`config.mk`:
```
export PLATFORM = sky130hd
export DESIGN_NAME = bin_to_bcd_seq
export DESIGN_NICKNAME = d
export VERILOG_FILES = /design/src/rtl/bin_to_bcd_pkg.sv /design/src/rtl/bcd_digit_adj.sv /design/src/rtl/bin_to_bcd_seq.sv
export SDC_FILE = /design/constraint.sdc
export NUM_CORES = 1
export LEC_CHECK = 0
export CAP_MARGIN = 20
export CORE_MARGIN = 2
export CORE_UTILIZATION = 26
export CTS_CLUSTER_SIZE = 40
export DETAILED_ROUTE_END_ITERATION = 10
export GPL_ROUTABILITY_DRIVEN = 0
export MAX_ROUTING_LAYER = met4
export PLACE_DENSITY = 0.56
export SLEW_MARGIN = 20
export SYNTH_ARGS = -nofsm -noshare
export SYNTH_HDL_FRONTEND = slang
export SYNTH_HIERARCHICAL = 1
export SYNTH_SLANG_ARGS = --single-unit
```
`constraint.sdc`:
```
create_clock -name clk -period 2.7 [get_ports clk]
set_input_delay 0.27 -clock clk [delete_from_list [all_inputs] [get_ports clk]]
set_output_delay 0.27 -clock clk [all_outputs]
set_load 0.01 [all_outputs]
```
`src/rtl/bin_to_bcd_pkg.sv`:
```
// Shared types and helpers for the sequential binary-to-BCD converter.
// Holds the FSM state encoding and the internal digit-count calculation.
package bin_to_bcd_pkg;

    typedef enum logic [1:0] {
        IDLE  = 2'd0,
        SHIFT = 2'd1,
        LOAD  = 2'd2
    } state_e;

    localparam logic [3:0] BCD_NINE = 4'h9;

    // log10(2) ~= 0.301, so this gives enough digits to hold 2^width - 1.
    function automatic int bcd_digits_needed(input int width);
        return (width * 301) / 1000 + 1;
    endfunction

endpackage

```
`src/rtl/bcd_digit_adj.sv`:
```
// One double-dabble correction cell: add 3 to a BCD digit that is 5 or more,
// so that the following left shift carries correctly into the next digit.
module bcd_digit_adj (
    input  logic [3:0] d_i,
    output logic [3:0] d_o
);

    always_comb begin
        d_o = d_i;
        if (d_i >= 4'd5) begin
            d_o = d_i + 4'd3;
        end
    end

endmodule

```
`src/rtl/bin_to_bcd_seq.sv`:
```
// Sequential binary-to-BCD converter (shift-add-3, one input bit per clock).
// Define BIN_TO_BCD_BLANK_EN to add the registered leading-zero mask o_blank.
//
// state | meaning
// ------+-------------------------------------------------------------
// IDLE  | waiting for start; published outputs hold the last result
// SHIFT | one adjust-and-shift per cycle, WIDTH cycles in total
// LOAD  | saturate/overflow check, publish result, pulse done
module bin_to_bcd_seq
    import bin_to_bcd_pkg::*;
#(
    parameter int WIDTH  = 16,
    parameter int DIGITS = 4
) (
    input  logic                clk,
    input  logic                rst_n,
    input  logic                start,
    input  logic [WIDTH-1:0]    i_bin,
    output logic                busy,
    output logic                done,
    output logic [4*DIGITS-1:0] o_bcd,
    output logic                o_ovf
`ifdef BIN_TO_BCD_BLANK_EN
    ,
    output logic [DIGITS-1:0]   o_blank
`endif
);

    localparam int IDIGITS = bcd_digits_needed(WIDTH);
    localparam int SW      = 4 * IDIGITS;
    localparam int BW      = 4 * DIGITS;
    localparam int CW      = $clog2(WIDTH + 1);

    state_e         state_q, state_d;
    logic [CW-1:0]  cnt_q, cnt_d;
    logic [WIDTH-1:0] shreg_q, shreg_d;
    logic [SW-1:0]  scratch_q, scratch_d, scratch_adj;
    logic           busy_q, busy_d;
    logic           done_q, done_d;
    logic           ovf_q, ovf_d;
    logic [BW-1:0]  bcd_q, bcd_d;
    logic [BW-1:0]  low_digits;
    logic           hi_nz;

    for (genvar g = 0; g < IDIGITS; g++) begin : g_adj
        bcd_digit_adj u_adj (
            .d_i (scratch_q[4*g +: 4]),
            .d_o (scratch_adj[4*g +: 4])
        );
    end

    if (DIGITS < IDIGITS) begin : g_trunc
        assign low_digits = scratch_q[BW-1:0];
        assign hi_nz      = |scratch_q[SW-1:BW];
    end else begin : g_ext
        assign low_digits = BW'(scratch_q);
        assign hi_nz      = 1'b0;
    end

`ifdef BIN_TO_BCD_BLANK_EN
    logic [DIGITS-1:0] blank_q, blank_d, blank_calc;
    logic              zero_above;

    always_comb begin
        blank_calc = '0;
        zero_above = 1'b1;
        for (int k = DIGITS - 1; k >= 1; k--) begin
            zero_above    = zero_above & (low_digits[4*k +: 4] == 4'd0);
            blank_calc[k] = zero_above;
        end
    end
`endif

    always_comb begin
        state_d   = state_q;
        cnt_d     = cnt_q;
        shreg_d   = shreg_q;
        scratch_d = scratch_q;
        bcd_d     = bcd_q;
        ovf_d     = ovf_q;
        done_d    = 1'b0;
`ifdef BIN_TO_BCD_BLANK_EN
        blank_d   = blank_q;
`endif
        case (state_q)
            IDLE: begin
                if (start) begin
                    shreg_d   = i_bin;
                    scratch_d = '0;
                    cnt_d     = CW'(WIDTH);
                    state_d   = SHIFT;
                end
            end
            SHIFT: begin
                // Rotate rather than shift: the scratch MSB is provably 0
                // because IDIGITS covers 2^WIDTH-1, so this equals a shift.
                {scratch_d, shreg_d} = {scratch_adj[SW-2:0], shreg_q, scratch_adj[SW-1]};
                cnt_d = cnt_q - CW'(1);
                if (cnt_q == CW'(1)) begin
                    state_d = LOAD;
                end
            end
            LOAD: begin
                ovf_d   = hi_nz;
                bcd_d   = hi_nz ? {DIGITS{BCD_NINE}} : low_digits;
`ifdef BIN_TO_BCD_BLANK_EN
                blank_d = hi_nz ? '0 : blank_calc;
`endif
                done_d  = 1'b1;
                state_d = IDLE;
            end
            default: state_d = IDLE;
        endcase
        busy_d = (state_d != IDLE);
    end

    always_ff @(posedge clk or negedge rst_n) begin
        if (!rst_n) begin
            state_q   <= IDLE;
            cnt_q     <= '0;
            shreg_q   <= '0;
            scratch_q <= '0;
            busy_q    <= 1'b0;
            done_q    <= 1'b0;
            ovf_q     <= 1'b0;
            bcd_q     <= '0;
`ifdef BIN_TO_BCD_BLANK_EN
            blank_q   <= ~DIGITS'(1);
`endif
        end else begin
            state_q   <= state_d;
            cnt_q     <= cnt_d;
            shreg_q   <= shreg_d;
            scratch_q <= scratch_d;
            busy_q    <= busy_d;
            done_q    <= done_d;
            ovf_q     <= ovf_d;
            bcd_q     <= bcd_d;
`ifdef BIN_TO_BCD_BLANK_EN
            blank_q   <= blank_d;
`endif
        end
    end

    assign busy    = busy_q;
    assign done    = done_q;
    assign o_bcd   = bcd_q;
    assign o_ovf   = ovf_q;
`ifdef BIN_TO_BCD_BLANK_EN
    assign o_blank = blank_q;
`endif

endmodule

```
# After elaboration in Yosys (flattened, before gate mapping)
# Cells that the tools add are included.
[totals]
regBits = 62
inputBits = 19
output_inout_bits = 19
elab_cells = 44
[classes]
n_addsub = 6
magnitude_cmp = 5
eq_ne = 4
n_mux = 16
reduce_logical = 5
[ops]
columns = ["op", "count"]
rows = [
  ["20-bit case mux with 2 select lines", 1],
  ["16-bit 2-to-1 mux", 2],
  ["16-bit case mux with 2 select lines", 1],
  ["4-bit by 2-bit adder with 4-bit output, second input constant", 5],
  ["4-bit by 3-bit >= comparator with 1-bit output, second input constant", 5],
  ["20-bit 2-to-1 mux", 1],
  ["4-bit 2-to-1 mux", 5],
  ["5-bit case mux with 2 select lines", 1],
  ["5-bit by 1-bit == test with 1-bit output, second input constant", 1],
  ["5-bit 2-to-1 mux", 1],
  ["5-bit by 1-bit subtractor with 5-bit output, second input constant", 1],
  ["2-bit 2-to-1 mux", 2],
  ["2-bit case mux with 2 select lines", 1],
  ["2-bit nonzero test", 2],
  ["4-bit OR reduction", 1],
  ["2-bit by 1-bit == test with 1-bit output, second input constant", 1],
  ["2-bit == test, second input constant", 1],
  ["2-bit zero test", 1],
  ["2-bit inequality test, second input constant", 1],
  ["2-bit AND reduction", 1],
  ["1-bit 2-to-1 mux", 1],
]

# Logic depth before layout (Yosys ltp)
[depth]
ltp_word = 4
mapped_depth = 7
depth_no_buf = 7

# Hierarchy
# The synthesis kept the hierarchy.
[modules_own_cells]
columns = ["mod", "n_inst", "cells_per_inst", "area_per_inst_um2", "seq_area_each_um2"]
rows = [
  ["bin_to_bcd_seq", 1, 194, 2434.8, 1551.5],
  ["bcd_digit_adj", 5, 16, 101.3, 0.0],
]

# Worst setup path after synthesis
# OpenSTA, ideal clock, no wires.
[synth_path]
path_type = "flip-flop to flip-flop"
startpoint = "register scratch_q[8]"
endpoint = "register scratch_q[10]"
setup_time_ns = 0.121
arrival_time_ns = 1.212
required_ns = 2.579
setup_slack_ns = 1.367
stages_incl_launch_ff = 6
path_buffers = 0
cell_sequence = "dfrtp_1 ha_1 nand2b_1 a21oi_2 mux2i_1 a22o_1"
[synth_via]
elab_chain_len = 3
[synth_rtl]
columns = ["item", "line", "source"]
rows = [
  ["start, declared", "bin_to_bcd_seq.sv:37", "logic [SW-1:0] scratch_q, scratch_d, scratch_adj;"],
  ["start signal, assigned", "bin_to_bcd_seq.sv:134", "scratch_q <= scratch_d;"],
  ["4-bit by 2-bit adder with 4-bit output / 4-bit by 3-bit >= comparator with 1-bit output (equally long branches)", "bcd_digit_adj.sv:11, bcd_digit_adj.sv:10", ""],
  ["4-bit 2-to-1 mux *", "bcd_digit_adj.sv:10", "if (d_i >= 4'd5) begin"],
  ["net scratch_adj[9]", "bin_to_bcd_seq.sv:37", ""],
  ["20-bit case mux with 2 select lines *", "bin_to_bcd_seq.sv:85", "case (state_q)"],
]
# The timed path passes the listed nets; every way through them passes the cells marked *.
# A chain may end at the register's enable or synchronous reset.

# Worst setup path after layout
[layout_path]
startpoint = "register state_q[1]"
endpoint = "register cnt_q[3]"
[layout_via]
elab_chain_len = 3
[layout_rtl]
columns = ["item", "line", "source"]
rows = [
  ["start, declared", "bin_to_bcd_seq.sv:34", "state_e state_q, state_d;"],
  ["start signal, assigned", "bin_to_bcd_seq.sv:131", "state_q <= state_d;"],
  ["2-bit by 1-bit == test with 1-bit output / 2-bit zero test (equally long branches)", "bin_to_bcd_seq.sv:85", ""],
  ["2-bit nonzero test (no source line) / 2-bit inequality test (equally long branches)", "n/a", ""],
  ["2-bit AND reduction (no source line)", "n/a", ""],
  ["end signal, assigned", "bin_to_bcd_seq.sv:132", "cnt_q <= cnt_d;"],
  ["end, declared", "bin_to_bcd_seq.sv:35", "logic [CW-1:0] cnt_q, cnt_d;"],
]
# Parallel ways exist; a longest one is shown, timed or not.

==> impl_metrics.toml <==
[floorplanning]
core_sq_um = 10900
io_pins = 38
start_util_pct = 26.9
die_y_um = 110
dieWidth_um = 110
rows = 38
die_area_sq_um = 12200

[setup_path]
required_ns = 2.95
cp_max_fo = 19
cp.arrival_ns = 2.02
end_kind = "register"
startpoint_type = "register"
critPathKind = "reg -> reg"

[sta]
fmax_mhz = 564
max_slew_margin_pct = 49.3
finalSetupTns_ns = 0
slew_violations = 0
hold_violations = 0
clock_skew_ns = 0.00394
finalSetupViolations = 0
worstMarginPinSlew_ns = 0.761
rsz0062_at_grt = "no"
layout_min_cycle_time_ns = 1.77
fin_crit_sh_pct = 65.6

[cts]
cts_root_buf = "clkbuf_16"
clock_path_buffers = 2
h-tree-depth = 3
cts_resized = 0
post_cts_buffers = 0
cts_tree = "built"
cts.sinks = 62
clock_latency_ns = 0.32
cts.clk_slew.worst_paths_ns = 0.05
cts_buffers = 9

[synthesis]
synth_cell_types = 29
yosysTopAreaCellShare_pct = 52.7
synth.net_count = 305
synth_area_sq_um = 2940
synth_edf_count = 0
synth.largest_area_cell = "dfrtp_1"
ys_top_cells_by_area = "dfrtp_1 (53%), a22o_1 (8.3%), o22ai_1 (7.2%)"
synth_most_common_cell = "dfrtp_1"
async_flop_share_pct = 100
ys_ff_latch = 62
seq_area_frac_synth_pct = 52.7
synth.cells.most_frequent = "dfrtp_1 (62), o22ai_1 (34), a22o_1 (28)"
yosys_warnings = 6
syn_area_per_cell_sq_um = 10.7
synthCells = 274
synth-main-ff-cell = "dfrtp_1"

[run_status]
status = "complete, no violations"

[grt]
grt_pass1_vias = 2130
grt_pass1_wl_um = 10700
grt_max_degree = 29
antenna_found_initial = 0
gr-total-overflow = 0
track_usage_pct = 12.0

[power_and_ir_drop]
peakVddDrop_uv = 366
p_leak_nw = 1.68
intPower_mw = 3.04
power.switching_mw = 1.58
seqPwrFrac_pct = 37.8
p_per_area_nw_per_um2 = 1230
comb_power_share_pct = 36.2
p_sw_share_pct = 34.1
clockPowerShare_pct = 26.0

[finish]
final_cell_count_no_fill = 459
area_delta_synth_final_pct = 28.2
final_nets = 345
drive_above_1_share_pct = 8.78
antenna_cells = 0
fillCellCount = 1091

[routing]
first_pass_iters = 5
vias = 2233
viasPerCell = 4.86
drt-total-wl_um = 6750
drc = 0
wl_per_cell_um = 14.7
drtIter0Drc = 157
ant_nets = 0

[placement]
dp.cells = 442
io_buffers = 37
dp_hpwl_um = 4560

[flow_run]
maxCapViolations = 0

[min_path]
hold_class = "in -> async"
==> final cells by class <==
type,count,area [sq um],share of cell area (%)
clock inverters,4,70.1,1.86
flip-flops and latches,62,1550,41.2
clock buffers,12,246,6.54
repair buffers,43,413,11.0
well taps,140,175,4.65
inverters,16,60.1,1.59
multi-input cells,182,1250,33.3
==> worst paths after layout <==
| path | start | endpoint | slack (ns) | depth (start not counted) |
|---|---|---|---|---|
| setup / recovery | state_q[1] | cnt_q[3] | 0.93 | 3 |
| hold / removal | rst_n | shreg_q[4] | 0.35 | 2 |
| setup reg to reg | state_q[1] | cnt_q[3] | 0.93 | 3 |
| hold reg to reg | cnt_q[4] | cnt_q[4] | 0.50 | 1 |
| max in group asynchronous | rst_n | shreg_q[15] | 1.70 | 3 |
| min in group clk | cnt_q[4] | cnt_q[4] | 0.50 | 1 |
==> cell usage in the layout, fill, tap and decap left out <==
cell type        instances
a22o_1                  28
and2_1                   2
nor2_1                   8
o21ai_0                  8
a21oi_1                 17
nand2_1                 22
o22ai_1                 34
inv_1                   14
o211ai_1                 1
nand2_4                  1
buf_2                    1
inv_2                    2
nor2b_1                  1
dlygate4sd3_1            1
a21oi_2                  5
clkdlybuf4s50_1         36
ha_1                    12
buf_4                    5
o21bai_1                 1
or3_1                    1
nand3b_1                 1
xnor2_1                  5
clkbuf_8                 1
nand2b_1                12
bufinv_16                2
clkbuf_16                9
o22a_1                   8
clkbuf_1                 2
dfrtp_1                 62
nor4b_1                  1
nor4_1                   2
o21ai_1                  5
mux2i_1                  7
clkinv_2                 2
==> sequential cells by signal (all words and copies together) (netlist names) <==
signal,cells
o_ovf,1
state_q,2
shreg_q,16
busy,1
cnt_q,5
scratch_q,20
o_bcd,16
done,1
==> critical path, cell delays in order, from the launching register on <==
cell	delay [ns]
dfrtp_1	0.47
nand2b_1	0.54
nor4_1	0.46
mux2i_1	0.22
==> routing by layer <==
| layer | wire length [um] | track usage, % | share of wire (%) |
|---|---|---|---|
| met1 | 3280 | 16.2 | 49 |
| met2 | 2990 | 17.2 | 44 |
| met3 | 336 | 3.06 | 5.0 |
| met4 | 144 | 4.91 | 2.1 |
| met5 | 0 | - | 0 |
==> through the flow <==
stage	setup slack (ns)	hold WS, ns	power, mW	instance area [sq um]	utilization [%]
4_1_cts	0.942	0.355	4.67	3770	34.5
3_3_place_gp	0.957	0.158	3.39	3440	31.5
2_1_floorplan	1.37	-0.0256	2.91	2940	-
3_5_place_dp	0.958	0.160	3.44	3440	31.5
5_1_grt	0.785	0.380	4.97	3770	34.5
6_report	0.928	0.353	4.62	3770	34.5
==> power groups by stage <==
stage / sequential [mW] / clock [mW] / combinational, mW
after floorplan: 1.67 / 0 / 1.24
after global placement: 1.76 / 0 / 1.63
after detailed placement: 1.75 / 0 / 1.68
after CTS: 1.75 / 1.23 / 1.70
after global routing: 1.80 / 1.27 / 1.89
final: 1.75 / 1.20 / 1.67
==> logic make-up after synthesis <==
family	after synthesis	share of synthesized area (%)
xor gates and xnor gates	5	1.49
adders and majority gates	12	5.10
buffers and inverters	30	4.64
AOI/OAI and AO/OA	107	25.1
and+or+nand+nor	51	8.59
DFF	62	52.7
muxes	7	2.38
==> what timing repair did <==
action / 4_1_cts / 5_1_grt
hold buffers: 1 / 0
setup endpoints to repair: 0 / 0
hold endpoints to repair: 10 / 0
Note: power is estimated with default switching activity, not from simulation.
